## config.mk

```make
export PLATFORM = sky130hd
export DESIGN_NAME = fxu_reservation_station
export DESIGN_NICKNAME = d
export VERILOG_FILES = /design/src/rtl/fxu_reservation_station.sv
export SDC_FILE = /design/constraint.sdc
export NUM_CORES = 1
export LEC_CHECK = 0
export ABC_CLOCK_PERIOD_IN_PS = 17600
export CAP_MARGIN = 10
export CORE_UTILIZATION = 50
export DETAILED_ROUTE_END_ITERATION = 16
export PLACE_DENSITY_LB_ADDON = 0.1
export SLEW_MARGIN = 0
export SYNTH_ARGS = -nofsm -noshare
export SYNTH_HDL_FRONTEND = slang
export SYNTH_SLANG_ARGS = --single-unit
```

## constraint.sdc

```tcl
create_clock -name clk -period 17.6 [get_ports clk]
set_input_delay 4.4 -clock clk [delete_from_list [all_inputs] [get_ports clk]]
set_output_delay 4.4 -clock clk [all_outputs]
set_load 0.02 [all_outputs]
```

## src/rtl/fxu_reservation_station.sv

```systemverilog
// rtl/fxu_reservation_station.sv - FXU reservation station with ROB snoop wakeup and oldest-ready issue
//
// Purpose: holds up to DEPTH dispatched FXU ops, wakes pending operands from the
// ROB output bus, and issues the oldest fully-ready op over a valid/ready handshake.
//
// Ports:
//   clk, rst                   clock, asynchronous active-high reset
//   flush                      synchronous invalidate of all entries
//   in_instr_valid, in_*       dispatch bundle (rob idx, opcode, imm, operands A/B)
//   rob_output_valid_flat      ROB result valids, slot k at bit 15-k
//   rob_output_values_flat     ROB result values, slot k at bits [16*(15-k) +: 16]
//   full                       station cannot accept a dispatch this cycle
//   out_valid, out_ready       issue handshake to the ALU
//   out_rob_idx .. out_b       issued op fields
//   count                      number of occupied entries
//
// Optional feature macro: RS_DISPATCH_BYPASS_EN
//   When defined, an operand dispatched not-valid whose owner slot is valid on the
//   ROB bus in the same cycle is written valid with the bus value.

module fxu_reservation_station #(
   parameter int DEPTH    = 4,
   parameter int ROB_SIZE = 16
) (
   input  logic                    clk,
   input  logic                    rst,
   input  logic                    flush,
   input  logic                    in_instr_valid,
   input  logic [3:0]              in_rob_idx,
   input  logic [3:0]              in_opcode,
   input  logic [7:0]              in_i,
   input  logic                    in_a_valid,
   input  logic [15:0]             in_a_value,
   input  logic [3:0]              in_a_owner,
   input  logic                    in_b_valid,
   input  logic [15:0]             in_b_value,
   input  logic [3:0]              in_b_owner,
   input  logic [ROB_SIZE-1:0]     rob_output_valid_flat,
   input  logic [16*ROB_SIZE-1:0]  rob_output_values_flat,
   output logic                    full,
   output logic                    out_valid,
   input  logic                    out_ready,
   output logic [3:0]              out_rob_idx,
   output logic [3:0]              out_opcode,
   output logic [7:0]              out_i,
   output logic [15:0]             out_a,
   output logic [15:0]             out_b,
   output logic [3:0]              count
);

   typedef struct packed {
      logic [3:0]  rob;
      logic [3:0]  op;
      logic [7:0]  imm;
      logic        a_v;
      logic [15:0] a;
      logic [3:0]  a_own;
      logic        b_v;
      logic [15:0] b;
      logic [3:0]  b_own;
   } entry_t;

   entry_t           ent_q   [DEPTH];
   entry_t           ent_d   [DEPTH];
   logic [DEPTH-1:0] vld_q, vld_d;
   // older_q[j][i] = 1 means entry j is older than entry i; only meaningful
   // when both are valid, and rows/columns are rebuilt whenever a slot is reused.
   logic [DEPTH-1:0] older_q [DEPTH];
   logic [DEPTH-1:0] older_d [DEPTH];
   logic [3:0]       count_q, count_d;

   logic [DEPTH-1:0] ready, sel, free_sel;
   logic             free_found, dispatch, issue;
   entry_t           new_ent;

   assign full  = (count_q == 4'(DEPTH));
   assign count = count_q;

   always_comb begin
      // oldest ready entry: ready and no other ready entry is older
      for (int i = 0; i < DEPTH; i++) begin
         ready[i] = vld_q[i] & ent_q[i].a_v & ent_q[i].b_v;
      end
      for (int i = 0; i < DEPTH; i++) begin
         sel[i] = ready[i];
         for (int j = 0; j < DEPTH; j++) begin
            if (j != i && ready[j] && older_q[j][i]) sel[i] = 1'b0;
         end
      end

      out_valid   = |ready;
      out_rob_idx = '0;
      out_opcode  = '0;
      out_i       = '0;
      out_a       = '0;
      out_b       = '0;
      for (int i = 0; i < DEPTH; i++) begin
         if (sel[i]) begin
            out_rob_idx = ent_q[i].rob;
            out_opcode  = ent_q[i].op;
            out_i       = ent_q[i].imm;
            out_a       = ent_q[i].a;
            out_b       = ent_q[i].b;
         end
      end
      issue = out_valid & out_ready;

      free_sel   = '0;
      free_found = 1'b0;
      for (int i = 0; i < DEPTH; i++) begin
         if (!vld_q[i] && !free_found) begin
            free_sel[i] = 1'b1;
            free_found  = 1'b1;
         end
      end
      dispatch = in_instr_valid & ~full;

      new_ent.rob   = in_rob_idx;
      new_ent.op    = in_opcode;
      new_ent.imm   = in_i;
      new_ent.a_v   = in_a_valid;
      new_ent.a     = in_a_value;
      new_ent.a_own = in_a_owner;
      new_ent.b_v   = in_b_valid;
      new_ent.b     = in_b_value;
      new_ent.b_own = in_b_owner;
`ifdef RS_DISPATCH_BYPASS_EN
      if (!in_a_valid && rob_output_valid_flat[~in_a_owner]) begin
         new_ent.a_v = 1'b1;
         new_ent.a   = rob_output_values_flat[{~in_a_owner, 4'b0000} +: 16];
      end
      if (!in_b_valid && rob_output_valid_flat[~in_b_owner]) begin
         new_ent.b_v = 1'b1;
         new_ent.b   = rob_output_values_flat[{~in_b_owner, 4'b0000} +: 16];
      end
`endif

      vld_d = vld_q;
      for (int i = 0; i < DEPTH; i++) begin
         ent_d[i]   = ent_q[i];
         older_d[i] = older_q[i];
      end

      // wakeup: slot k of the bus lives at bit 15-k, i.e. ~k for a 4-bit index
      for (int i = 0; i < DEPTH; i++) begin
         if (vld_q[i] && !ent_q[i].a_v && rob_output_valid_flat[~ent_q[i].a_own]) begin
            ent_d[i].a_v = 1'b1;
            ent_d[i].a   = rob_output_values_flat[{~ent_q[i].a_own, 4'b0000} +: 16];
         end
         if (vld_q[i] && !ent_q[i].b_v && rob_output_valid_flat[~ent_q[i].b_own]) begin
            ent_d[i].b_v = 1'b1;
            ent_d[i].b   = rob_output_values_flat[{~ent_q[i].b_own, 4'b0000} +: 16];
         end
      end

      if (issue) vld_d = vld_d & ~sel;

      // new entry is younger than everything currently held
      for (int i = 0; i < DEPTH; i++) begin
         if (dispatch && free_sel[i]) begin
            ent_d[i]   = new_ent;
            vld_d[i]   = 1'b1;
            older_d[i] = '0;
            for (int j = 0; j < DEPTH; j++) begin
               older_d[j][i] = vld_q[j];
            end
         end
      end

      count_d = count_q + {3'b000, dispatch} - {3'b000, issue};
      if (flush) begin
         vld_d   = '0;
         count_d = '0;
      end
   end

   always_ff @(posedge clk or posedge rst) begin
      if (rst) begin
         vld_q   <= '0;
         count_q <= '0;
         for (int i = 0; i < DEPTH; i++) begin
            ent_q[i]   <= '0;
            older_q[i] <= '0;
         end
      end else begin
         vld_q   <= vld_d;
         count_q <= count_d;
         for (int i = 0; i < DEPTH; i++) begin
            ent_q[i]   <= ent_d[i];
            older_q[i] <= older_d[i];
         end
      end
   end

endmodule

```

Word level (Yosys, flattened, before mapping)
Cells that the tools add are included.
- add/sub/neg operators: 2
- multiply operators: 0
- div/mod/pow operators: 0
- order comparisons: 8
- eq/ne operators: 1
- shifts and indexed selects: 8
- mux-type cells: 89
- bitwise gates (word level): 21
- reduce and logical (&&, ||, !) cells: 67
- operators by type and width (kind ; number):
    $shiftx 256x9->16 ; 8
    $mux 42 ; 4
    $mux 17 ; 8
    $mux 16 ; 8
    $mux 4 ; 14
    $mux 1 ; 42
    $lt 4x5->1 const B ; 8
    $not 4->4 ; 9
    $logic_and 1x1->1 ; 35
    $bmux 1 s4 ; 8
    $mux 8 ; 4
    $reduce_bool 2->1 ; 14
    $logic_not 1->1 ; 13
    $reduce_bool 3->1 ; 4
    $and 1x1->1 ; 10
    $add 4x1->4 ; 1
    $and 4x4->4 ; 1
    $eq 4x3->1 const B ; 1
    $reduce_or 4->1 ; 1
    $sub 4x1->4 ; 1
    $mux 3 ; 1
    $not 1->1 ; 1
- bits in registers: 255
- latch bits: 0
- RAM bits: 0
- ROM bits: 0
- output and inout bits: 54
- memories kept: 0

Logic depth before layout (Yosys ltp)
- depth after elaboration: 12
- depth in mapped cells: 12

Least setup slack after synthesis
No wires, ideal clock.
- path kind: reg2out
- start: register vld_q[1]
- end: output out_a[10]
- arrival: 2.191 ns
- data required time: 13.200 ns
- path slack: 11.009 ns
- stages on the path, launching flop included: 10
- path buffers: 4
- path through: dfrtp_1 buf_2 and3_1 and4_1 clkbuf_1 nor2_1 buf_2 buf_1 a221oi_1 o21ai_0
- word-level cells in the longest chain between the ends: 10
- elaborated cells on any way between the ends: 19
- those cells by class: 14 x mux; 2 x bitwise; 3 x reduce/logical
- ends and longest elaborated chain (what ; line ; text):
    from (decl) ; 65 ; logic [DEPTH-1:0] vld_q, vld_d;
    from (signal assigned) ; 186 ; vld_q <= vld_d;
    $and 1x1->1 (*) (2 in a row) ; 82 ; ready[i] = vld_q[i] & ent_q[i].a_v & ent_q[i].b_v;
    $logic_and 1x1->1 ; 87 ; if (j != i && ready[j] && older_q[j][i]) sel[i] = 1'b0;
    $mux 1 (3 in a row) ; 87 ;
    $mux 16 (3 in a row) ; 98 ; if (sel[i]) begin
    $mux 16 (*) ; 98 ;
    to (decl) ; 46 ; output logic [15:0] out_a,
Mark *: on every way between the ends. The rest lies on a longest branch, timed or not.

Worst setup path in the final report
- start: register vld_q[2]
- end: output out_b[3]
- word-level cells in the longest chain between the ends: 9
- elaborated cells on any way between the ends: 17
- those cells by class: 12 x mux; 2 x bitwise; 3 x reduce/logical
- ends and longest elaborated chain (what ; line ; text):
    $and 1x1->1 (*) (2 in a row) ; 82 ;
    $logic_and 1x1->1 ; 87 ;
    $mux 1 (2 in a row) ; 87 ;
    $mux 16 (3 in a row) ; 98 ;
    $mux 16 (*) ; 98 ;
    to (decl) ; 47 ; output logic [15:0] out_b,
Marks and branches as above.

==> summary.txt <==
Top-Level Pins - 389
Number of fill cells in the layout - 4764
Number of failing hold endpoints at the final stage - 0
Hold endpoint - ent_q[105]
Final min period - 8.510 ns
CTS Hold Bufs - 0
Worst rel slew slack - 0.6169%
Initial core utilization - 50.63%
Drt drc - 0
Clock tree root driver cell - clkbuf_16
Number of buffers on the longest clock path - 3
Startpoint-to-endpoint class of the critical path - reg -> out
Uppermost layer routed - met5
Post-Syn Nets - 2953
Maximum clock rate - 117.5 MHz
H-tree lvl count - 1
Setup slack after placement - 9.803 ns
Maximum fanout along the worst path - 50
Number of library cell types mapped by synthesis - 72
Area taken by multi-input logic gates - 21460 um^2
End of the worst register-to-register path - ent_q[183]
Net count of the finished layout - 3142
Average wire per cell in the routed design - 39.17 um
Number of detailed-route iterations in the first pass - 8
Clock buffer count from CTS - 27
Detailed-routed wire length on met3 - 25830 um
Summed area of non-filler cells in the final layout - 34370 um^2
Critical path arrival - 4.11 ns
Wire length of the first global-routing pass - 202100 um
Data required time of the critical path - 13.20 ns
Number of synthesized register bits - 252
RR Startpoint - ent_q[174]
Met2 Wirelength - 58000 um
Post-synth top area cell - mux4_2
Number of vias after detailed routing - 28.60k
Post-synth EDFFs - 0
Global route overflow - 0
Detailed Route WL - 141000 um
Antenna Violating Nets Remaining - 0
Ys flop type - dfrtp_1
Placed inst area - 33310 um^2
Total die area - 59500 um^2
Largest net degree at the start of global routing - 108
Number of gates resized after CTS - 0
Pwr dens - 140.1 nW/um^2
Count of buffers from port buffering - 388
Share of synthesized registers carrying an async set or reset - 100.0%
Total number of clock tree sinks - 252
Start point of the worst hold path - ent_q[105]
Sequential share of the synthesized area - 21.55%
Post-CTS Repair Setup Buffers - 0
Number of pins exceeding their max-slew limit in the final report - 0
Hold Path Class - reg -> reg
Share of the cycle needed by the critical path after routing - 48.35%
Clock slew at reported path FFs - 0.07 ns
Clock insertion delay at the later pin of the skew report - 0.59 ns
Drt via density - 7.946
Minimum setup slack in the final design - 9.090 ns
TritonCTS clock tree - yes
Worst IR drop on VDD - 0.00008880 V
Result of the run - finished, final reports clean
Total global-route track usage - 47.02%
Vias in the first global route - 26.87k
Die H - 243.9 um
Total half-perimeter wirelength after legalization and detailed placement - 98730 um
Flop2flop setup slack - 13.46 ns
Antenna violations before repair - 24
Global placement routability congestion - 1.006
Pleak - 11.99 nW
Sum of negative setup slack - 0 ns
Final clock skew - 0.04077 ns
Cell depth of the worst min-delay path - 2
Warning count from the yosys run - 0
Max capacitance violation total - 0
Register-to-Register Path Depth - 7
Horizontal die dimension - 243.9 um
Critical path endpoint category - output port
Post-synthesis instance total - 2612
Floorplan row count - 88
Total standard cell area after synthesis - 29260 um^2
Power, Total - 4.816 mW
Area growth from synthesis to layout - 17.44%
Utilization after layout - 59.46%
Setup violation total in the final timing report - 0
Share of layout cells above drive strength 1 - 26.79%
Avg Inst Size Synth - 11.20 um^2
Leading post-synthesis cells by cell area - mux4_2 39%, dfrtp_1 22%, mux2i_1 6.8%, nand2_1 5.3%, a221oi_1 3.1%
Sequential cell area in the final layout - 6359 um^2
Unrepaired setup endpoints after global routing - false
Standard cell core area - 57810 um^2
Routed metal-1 wirelength - 51730 um
Iter 0 DRT Violations - 4115
Kind of start point of the critical path - flip-flop
Transition time of the tightest slew-check pin - 1.491 ns
Area share of the leading cell type in the synthesized netlist - 38.63%
[area by class of cell]
type                       instances  share of cell area [%]
antenna                           12                 0.08737
clock buffer                      37                   2.221
clock inverter                    13                  0.7791
inverter                          35                  0.4187
multi-input combinational       2030                   62.44
sequential                       252                   18.50
tap                              765                   2.785
timing repair buffer             455                   12.76
[placed cells by master, fill, tap and decap left out, drive strengths merged, types with 34 or more instances in the layout]
| master | synthesis | layout |
|---|---|---|
| mux4 | 502 | 502 |
| nand2 | 413 | 413 |
| clkdlybuf4s50 | 0 | 388 |
| dfrtp | 252 | 252 |
| mux2i | 198 | 198 |
| o21ai | 138 | 138 |
| a221oi | 103 | 103 |
| nor2 | 71 | 71 |
| buf | 166 | 67 |
| mux2 | 60 | 60 |
| nor2b | 58 | 58 |
| a211oi | 56 | 56 |
| a21oi | 44 | 44 |
| clkbuf | 129 | 37 |
| a22oi | 36 | 36 |
| inv | 33 | 35 |
| nand3 | 34 | 34 |
[registers in the layout (all words and copies together), names as in the netlist]
register	count
count	4
older_q	12
vld_q	4
ent_q	232
[worst max-delay path, cell delays in order, from the launching register on]
cell             delay [ns]
dfrtp_1                0.32
buf_4                  0.34
nand4_1                0.14
and4_2                 0.62
nor2_4                 0.49
buf_4                  0.47
a221oi_1               0.14
o21ai_0                0.27
clkdlybuf4s50_1        0.66
[where the power goes]
| group | total (mW) | internal (mW) | switching [mW] | leakage (nW) |
|---|---|---|---|---|
| registers | 1.10 | 0.789 | 0.314 | 3.06 |
| clock network | 0.670 | 0.409 | 0.261 | 0.502 |
| logic | 3.04 | 1.38 | 1.66 | 8.43 |
| total | 4.82 | 2.58 | 2.24 | 12.0 |
[per-layer routing]
layer | vias up | global-route usage (%)
li1 | 11060 | -
met1 | 14430 | 65.66
met2 | 2696 | 64.61
met3 | 385 | 22.37
met4 | 22 | 13.62
met5 | - | 0
[through the flow]
| step | hold slack (ns) | cells |
|---|---|---|
| 6_report | 0.4701 | 3599 |
| 2_1_floorplan | 0.4404 | 2612 |
| 3_3_place_gp | 0.4528 | 3537 |
| 4_1_cts | 0.4729 | 3587 |
| 5_1_grt | 0.4916 | 3597 |
| 3_5_place_dp | 0.4574 | 3537 |
[cell usage after synthesis (6+ instances only)]
library cell,instances
mux4_2,502
nand2_1,413
dfrtp_1,252
mux2i_1,198
o21ai_0,129
clkbuf_1,128
a221oi_1,103
buf_2,103
nor2_1,71
mux2_2,60
nor2b_1,58
a211oi_1,56
a21oi_1,44
a22oi_1,36
nand3_1,34
inv_1,33
a221o_1,32
and3_1,27
buf_1,27
o221a_2,27
o211ai_1,25
buf_4,23
nor3_1,19
a22o_1,16
a31oi_1,15
buf_6,13
and2_1,12
nand4_1,10
nor4_1,9
o21ai_1,9
o2111ai_1,8
o221ai_1,8
o22ai_1,8
or3_1,8
nand2b_1,7
a2111oi_0,6
and4_1,6
nand3b_1,6
nor3b_1,6
[cell families after synthesis]
kind of cell               after synthesis  synth area share, %
muxes                                  760                47.71
xor gates and xnor gates                 2              0.05987
AOI/OAI and AO/OA                      555                13.98
adders and majority gates                6               0.2822
buffers and inverters                  330                5.323
DFF                                    252                21.55
and+or+nand+nor                        707                11.09
[how the worst max path moves through the flow]
stage	from	endpoint	slack, ns	cells past startpoint
after CTS	vld_q[2]	out_b[3]	9.17	8
final	vld_q[2]	out_b[3]	9.09	8
after floorplan	rst	count[0]	6.27	1
after global routing	vld_q[2]	out_b[3]	8.92	8
after detailed placement	vld_q[2]	out_b[3]	9.80	8
after global placement	vld_q[2]	out_b[1]	9.94	8
(Power assumes the default switching activity.)
